[config.mk]
export PLATFORM = sky130hd
export DESIGN_NAME = mp_add_ctrl
export DESIGN_NICKNAME = d
export VERILOG_FILES = /design/src/rtl/mp_add_ctrl_pkg.sv /design/src/rtl/mp_add_ctrl_bcla32.sv /design/src/rtl/mp_add_ctrl.sv
export SDC_FILE = /design/constraint.sdc
export NUM_CORES = 1
export LEC_CHECK = 0
export BUFFER_PORTS_ARGS = -buffer_cell sky130_fd_sc_hd__buf_2
export CAP_MARGIN = 15
export CELL_PAD_IN_SITES_DETAIL_PLACEMENT = 2
export CELL_PAD_IN_SITES_GLOBAL_PLACEMENT = 2
export CORE_MARGIN = 2
export CORE_UTILIZATION = 36
export CTS_BUF_LIST = sky130_fd_sc_hd__clkbuf_2
export DETAILED_ROUTE_END_ITERATION = 6
export GPL_ROUTABILITY_DRIVEN = 1
export PLACE_DENSITY_LB_ADDON = 0.2
export SETUP_SLACK_MARGIN = 0.05
export SKIP_CTS_REPAIR_TIMING = 1
export SYNTH_ARGS = -nofsm -noshare
export SYNTH_HDL_FRONTEND = slang
export SYNTH_SLANG_ARGS = --single-unit
[constraint.sdc]
create_clock -name clk -period 9.3 [get_ports clk]
set_input_delay 0 -clock clk [delete_from_list [all_inputs] [get_ports clk]]
set_output_delay 0 -clock clk [all_outputs]
set_load 0.05 [all_outputs]
[src/rtl/mp_add_ctrl_pkg.sv]
// Shared definitions for the multi-precision adder controller and its word adder.
// Holds the machine-word width and the controller state encoding.
package mp_add_ctrl_pkg;

  localparam int WORD_W = 32;

  typedef enum logic [1:0] {
    ST_IDLE = 2'd0,
    ST_RUN  = 2'd1,
    ST_DONE = 2'd2
  } state_t;

endpackage

[src/rtl/mp_add_ctrl_bcla32.sv]
// 32-bit two-level carry-lookahead adder: 4-bit lookahead groups whose group
// generate/propagate terms feed a block-level carry chain.
module bcla32 (
  output logic        Cout,
  output logic [31:0] Sum,
  input  logic [31:0] A,
  input  logic [31:0] B,
  input  logic        Cin
);

  logic [31:0] p;
  logic [31:0] g;
  logic [31:0] c;
  logic [7:0]  grp_p;
  logic [7:0]  grp_g;
  logic [8:0]  blk_c;

  always_comb begin
    p     = A ^ B;
    g     = A & B;
    grp_p = '0;
    grp_g = '0;
    blk_c = '0;
    c     = '0;

    for (int j = 0; j < 8; j++) begin
      grp_p[j] = &p[4*j +: 4];
      grp_g[j] = g[4*j+3]
               | (p[4*j+3] & g[4*j+2])
               | (p[4*j+3] & p[4*j+2] & g[4*j+1])
               | (p[4*j+3] & p[4*j+2] & p[4*j+1] & g[4*j]);
    end

    blk_c[0] = Cin;
    for (int j = 0; j < 8; j++) begin
      blk_c[j+1] = grp_g[j] | (grp_p[j] & blk_c[j]);
    end

    // Bit carries inside each group are expanded from the group's carry-in.
    for (int j = 0; j < 8; j++) begin
      c[4*j]   = blk_c[j];
      c[4*j+1] = g[4*j] | (p[4*j] & blk_c[j]);
      c[4*j+2] = g[4*j+1] | (p[4*j+1] & g[4*j])
               | (p[4*j+1] & p[4*j] & blk_c[j]);
      c[4*j+3] = g[4*j+2] | (p[4*j+2] & g[4*j+1])
               | (p[4*j+2] & p[4*j+1] & g[4*j])
               | (p[4*j+2] & p[4*j+1] & p[4*j] & blk_c[j]);
    end

    Sum  = p ^ c;
    Cout = blk_c[8];
  end

endmodule

[src/rtl/mp_add_ctrl.sv]
// Word-serial N-bit add/subtract controller: one shared 32-bit CLA processes
// one word per cycle, least significant first, behind valid/ready handshakes.
module mp_add_ctrl
  import mp_add_ctrl_pkg::*;
#(
  parameter int WORDS = 4
) (
  input  logic                      clk,
  input  logic                      rst,
  input  logic                      in_valid,
  output logic                      in_ready,
  input  logic [WORD_W*WORDS-1:0]   A,
  input  logic [WORD_W*WORDS-1:0]   B,
  input  logic                      sub,
  input  logic                      Cin,
  output logic                      out_valid,
  input  logic                      out_ready,
  output logic [WORD_W*WORDS-1:0]   Sum,
  output logic                      Cout,
  output logic                      Ovf
);

  localparam int N     = WORD_W * WORDS;
  localparam int IDX_W = (WORDS > 1) ? $clog2(WORDS) : 1;
  localparam logic [IDX_W-1:0] LAST_IDX = IDX_W'(WORDS - 1);

  state_t              state_q;
  state_t              state_d;
  logic [N-1:0]        a_q;
  logic [N-1:0]        b_q;
  logic                carry_q;
  logic [IDX_W-1:0]    idx_q;
  logic [WORD_W-1:0]   add_a;
  logic [WORD_W-1:0]   add_b;
  logic [WORD_W-1:0]   add_sum;
  logic                add_co;
  logic                last_word;

  assign add_a     = a_q[WORD_W*idx_q +: WORD_W];
  assign add_b     = b_q[WORD_W*idx_q +: WORD_W];
  assign last_word = (idx_q == LAST_IDX);

  bcla32 u_cla (
    .Cout (add_co),
    .Sum  (add_sum),
    .A    (add_a),
    .B    (add_b),
    .Cin  (carry_q)
  );

  always_ff @(posedge clk) begin
    if (rst) state_q <= ST_IDLE;
    else     state_q <= state_d;
  end

  always_comb begin
    state_d = state_q;
    unique case (state_q)
      ST_IDLE: if (in_valid)  state_d = ST_RUN;
      ST_RUN:  if (last_word) state_d = ST_DONE;
      ST_DONE: if (out_ready) state_d = ST_IDLE;
      default:                state_d = ST_IDLE;
    endcase
  end

  always_comb begin
    in_ready  = (state_q == ST_IDLE);
    out_valid = (state_q == ST_DONE);
  end

  // Operand capture, word-serial accumulation and final flag update.
  always_ff @(posedge clk) begin
    if (rst) begin
      a_q     <= '0;
      b_q     <= '0;
      carry_q <= 1'b0;
      idx_q   <= '0;
      Sum     <= '0;
      Cout    <= 1'b0;
      Ovf     <= 1'b0;
    end else begin
      unique case (state_q)
        ST_IDLE: begin
          if (in_valid) begin
            a_q     <= A;
            b_q     <= sub ? ~B : B;
            carry_q <= sub ? 1'b1 : Cin;
            idx_q   <= '0;
          end
        end
        ST_RUN: begin
          Sum[WORD_W*idx_q +: WORD_W] <= add_sum;
          carry_q <= add_co;
          if (last_word) begin
            idx_q <= '0;
            Cout  <= add_co;
            Ovf   <= (a_q[N-1] == b_q[N-1]) & (add_sum[WORD_W-1] != a_q[N-1]);
          end else begin
            idx_q <= idx_q + 1'b1;
          end
        end
        default: ;
      endcase
    end
  end

endmodule
==> qor.csv, run 1 <==
stage,metric,value,unit
synthesis,synthMuxAreaShare,8.51,%
placement,gp_congestion,0.776,
synthesis,synthDominantCellAreaShare,45.6,%
die,row_count,80,
synthesis,syn_avg_cell_area,9.23,um2
synthesis,netlist_instances,1861,
synthesis,ys_types,41,
die,fp.dieH,222,um
placement,place_hpwl,46300,um
synthesis,synthAdderAreaFrac,3.70,%
grt,grt_max_degree,121,
synthesis,syn-num-nets,2169,
synthesis,synthTopCellsByArea,"dfxtp_1 46%, mux4_2 8.4%, xnor2_1 7.0%, nand2_1 6.3%, a211oi_1 5.7%",
synthesis,synth_seq_cells,391,
synthesis,synth_largest_area_cell,dfxtp_1,
status,haltStage,global routing (5_1_grt),
clock_tree,numCtsBuffers,104,
synthesis,syn_area,17200,um2
synthesis,synth-xor-area-share,7.71,%
synthesis,ys_warn_count,0,
die,initial_core_util,36.2,%
synthesis,yosysSeqAreaShare,45.6,%
die,io_pins,394,
clock_tree,cts.sinks,391,
status,error,[ERROR RSZ-0060] Max buffer count reached.,
clock_tree,cts_root_buf,clkbuf_2,
clock_tree,h-tree-depth,3,
placement,port_buffers,393,
status,status,aborted with a tool error,
clock_tree,cts_max_path_buffers,3,
synthesis,yosys.area_share.simple,13.3,%
synthesis,synth_compound_area_share,17.4,%
die,die_x,222,um
synthesis,synth_top_family_by_area,compound AO/OA/AOI/OAI gates,
cells by family after synthesis:
logic type	Yosys count
buffers and inverters	176
adders and majority gates	46
and+or+nand+nor	584
xor gates and xnor gates	149
AOI/OAI and AO/OA	449
DFF	391
muxes	66
metrics by stage:
stage                     setup slack (ps)  std cells  area, um2  hold slack [ps]
after floorplan                       4710       1861      17200              136
after detailed placement              3860       2729      19500              254
after CTS                             3870       2908      20500            -1000
after global placement                3990       2729      19500              249
Yosys cell counts:
cell / instances
dfxtp_1: 391
nand2_1: 288
nor2_1: 261
a21oi_1: 152
clkbuf_1: 144
xnor2_1: 138
a211oi_1: 131
a22oi_1: 121
mux4_2: 64
ha_1: 38
inv_1: 20
nand2b_1: 14
o21ai_0: 13
buf_1: 11
xor2_1: 10
fa_1: 8
o22ai_1: 6
a21o_1: 4
nand3b_1: 4
nand4_1: 4
o21bai_1: 4
a211oi_2: 3
a311oi_1: 3
nand3_1: 3
a21boi_0: 2
a21o_2: 2
a31oi_1: 2
a41oi_1: 2
and2_1: 2
mux2i_1: 2
nor2b_1: 2
nor3_1: 2
nor4_1: 2
a221o_2: 1
and4_1: 1
buf_2: 1
nor4b_1: 1
o211ai_1: 1
o31a_1: 1
o31a_4: 1
xor2_4: 1
==> inputs of run 2 (changes only) <==
- CELL_PAD_IN_SITES_DETAIL_PLACEMENT: 2 -> default
- CELL_PAD_IN_SITES_GLOBAL_PLACEMENT: 2 -> default
- CORE_UTILIZATION: 36 -> 30
- CTS_BUF_LIST: sky130_fd_sc_hd__clkbuf_2 -> default
- PLACE_DENSITY_LB_ADDON: 0.2 -> 0.15
- SETUP_SLACK_MARGIN: 0.05 -> default
==> run 2 against run 1 <==
The run now ends clean; synthesized area unchanged; synthesized cell count unchanged.
==> qor.csv, run 2 <==
stage,metric,value,unit
status,status,finished clean,
placement,port_buffers,393,
synthesis,syn_avg_cell_area,9.23,um2
worst_setup_path,critical_path_required,9790,ps
grt,antenna_found_initial,0,
clock_tree,cts_max_path_buffers,3,
routing,routed_wl,60000,um
routing,postRouteAntennaNets,0,
routing,wl_per_cell,18.7,um
routing,vias_per_cell,4.85,
routing,drt-initial-drc-count,857,
die,die_x,243,um
synthesis,synthMostInstantiatedCell,dfxtp_1,
timing,relSlewSlack,25.3,%
timing,max_freq,195,MHz
worst_setup_path,critPathMaxFanout,46,
synthesis,synthDominantCellAreaShare,45.6,%
grt,grt_usage,18.5,%
grt,grt_max_degree,119,
worst_setup_path,end_kind,flip-flop,
worst_setup_path,cp_cell_sequence,buf_4 > mux4_2 > ha_1 > nand2_1 > nor2_1 > a211oi_2 > o211ai_1 > a21o_2 > a21o_2 > a21oi_1 > o21bai_1 > a21oi_1 > fa_1 > inv_1 > a22oi_1 > nor2_1,
routing,first_pass_iters,5,
die,initial_core_util,30.4,%
synthesis,synthTopCellsByCount,"391 x dfxtp_1, 288 x nand2_1, 261 x nor2_1",
synthesis,ys_types,41,
final_layout,fin_nets,2731,
placement,place_hpwl,40600,um
synthesis,synth-edff-count,0,
clock_tree,clk_latency,560,ps
synthesis,yosysSeqAreaShare,45.6,%
worst_setup_path,critPathKind,reg2reg,
synthesis,synth_seq_cells,391,
placement,gp_congestion,0.772,
final_layout,final_cell_mix,"391 x buf_2, 389 x dfxtp_1, 287 x nand2_1",
synthesis,synthTopCellsByArea,"dfxtp_1 46%, mux4_2 8.4%, xnor2_1 7.0%, nand2_1 6.3%, a211oi_1 5.7%",
grt,grt_pass1_wl,85200,um
timing,tightest_slew,1120,ps
worst_setup_path,critPathTopFamily,compound AO/OA/AOI/OAI gates,
pwr,power.leakage,9.53,nW
synthesis,netlist_instances,1861,
hold_path,hold_path.class,in2reg,
final_layout,reg_top3,"Sum x128, a_q x128, b_q x128",
timing,rsz0062_at_grt,false,
timing,whs,63.4,ps
grt,grt_overflow,0,
timing,finalCriticalPeriod,5140,ps
routing,drc,0,
die,fp.dieH,243,um
pwr,power_frac_comb,18.1,%
clock_tree,cts_root_buf,clkbuf_16,
routing,via_count,15500,
clock_tree,cts.sinks,391,
synthesis,synth_largest_area_cell,dfxtp_1,
worst_setup_path,cp.arrival,5630,ps
final_layout,layout_commonest_cell,buf_2,
synthesis,async_flop_share,0,%
die,io_pins,394,
grt,grt_pass1_vias,14000,
pwr,vdd_ir_drop_max,109,uV
synthesis,syn_area,17200,um2
final_layout,antennaDiodeCount,0,
die,row_count,87,
timing,finalSetupTns,0,ps
clock_tree,numCtsBuffers,45,
timing,timing.final.ws_setup,4160,ps
clock_tree,cts_tree,built,
final_layout,postLayoutCoreUtil,41.9,%
timing,period_share,55.2,%
pwr,p_sw,0.00119,W
worst_setup_path,start_kind,flip-flop,
pwr,p_clk_share,39.2,%
clock_tree,clk_pin_slew,60,ps
worst_setup_path,max_stage_delay,790,ps
synthesis,syn-num-nets,2169,
placement,place_ws,4040,ps
timing,fin_worst_skew,10.9,ps
worst_setup_path,cp_slowest_cell,buf_4,
pwr,power.internal,0.00309,W
timing,setup_violations,0,
clock_tree,h-tree-depth,2,
pwr,powerDensity,181,nW/um2
pwr,swShare,27.8,%
synthesis,ys_warn_count,0,
placement,dpl-instance-area,19700,um2
die,die_area,59200,um2
final_layout,syn2layout_area_growth,37.8,%
timing,drv_slew,0,
job,cap_violations,0,
die,core_area,56500,um2
pwr,p_seq_share,42.7,%
final_layout,design_area,23700,um2
timing,hold_viol,0,
worst_setup_path,critPathBufInv,2,
synthesis,ys.flop_type,dfxtp_1,
final_layout,drive_gt1_share,22.6,%
[run 2: cell counts after synthesis]
Identical to the previous run, type by type.
[run 2: path summary, 6_finish.rpt]
check,start,endpoint,slack [ps],cells after the start
worst min register to register,a_q[70],a_q[70],450,2
worst max-delay path,idx_q[0],Sum[24],4160,16
worst max register to register,idx_q[0],Sum[24],4160,16
worst min-delay path,sub,b_q[43],60,3
[run 2: power groups by stage]
stage | sequential [W] | combinational (W) | clock, W
after global placement | 0.00187 | 0.000682 | 0
after CTS | 0.00183 | 0.000693 | 0.00173
after detailed placement | 0.00187 | 0.000691 | 0
after global routing | 0.00184 | 0.000846 | 0.00179
final | 0.00183 | 0.000774 | 0.00168
after floorplan | 0.00187 | 0.000428 | 0
[run 2: worst min-delay path, stage by stage]
cell      delay (ps)
buf_6            270
xnor2_1          230
a211oi_1          60
[run 2: cell families after synthesis]
kind of cell               synth area share [%]
AOI/OAI and AO/OA                          17.4
xor gates and xnor gates                   7.71
adders and majority gates                  3.70
buffers and inverters                      3.85
DFF                                        45.6
muxes                                      8.51
and+or+nand+nor                            13.3
[run 2: per-stage QoR]
| stage | std cells | power [W] |
|---|---|---|
| final | 3204 | 0.00428 |
| after global routing | 3204 | 0.00448 |
| after CTS | 2945 | 0.00425 |
| after detailed placement | 2873 | 0.00256 |
| after global placement | 2873 | 0.00255 |
| after floorplan | 1861 | 0.00230 |
[run 2: cell type report]
class	instances	area, um2
multi-input cells	1294	8720
well taps	756	946
clock buffers	67	1320
repair buffers	671	4720
fillers	5608	32800
flip-flops and latches	391	7840
inverters	20	75.1
clock inverters	5	50.0
[run 2: metal layers]
layer,track usage (%),part of all wire (%)
met1,27.3,48
met2,27.6,45
met3,3.48,5.1
met4,4.64,2.2
met5,0,0
Note: power is estimated with default switching activity, not from simulation.
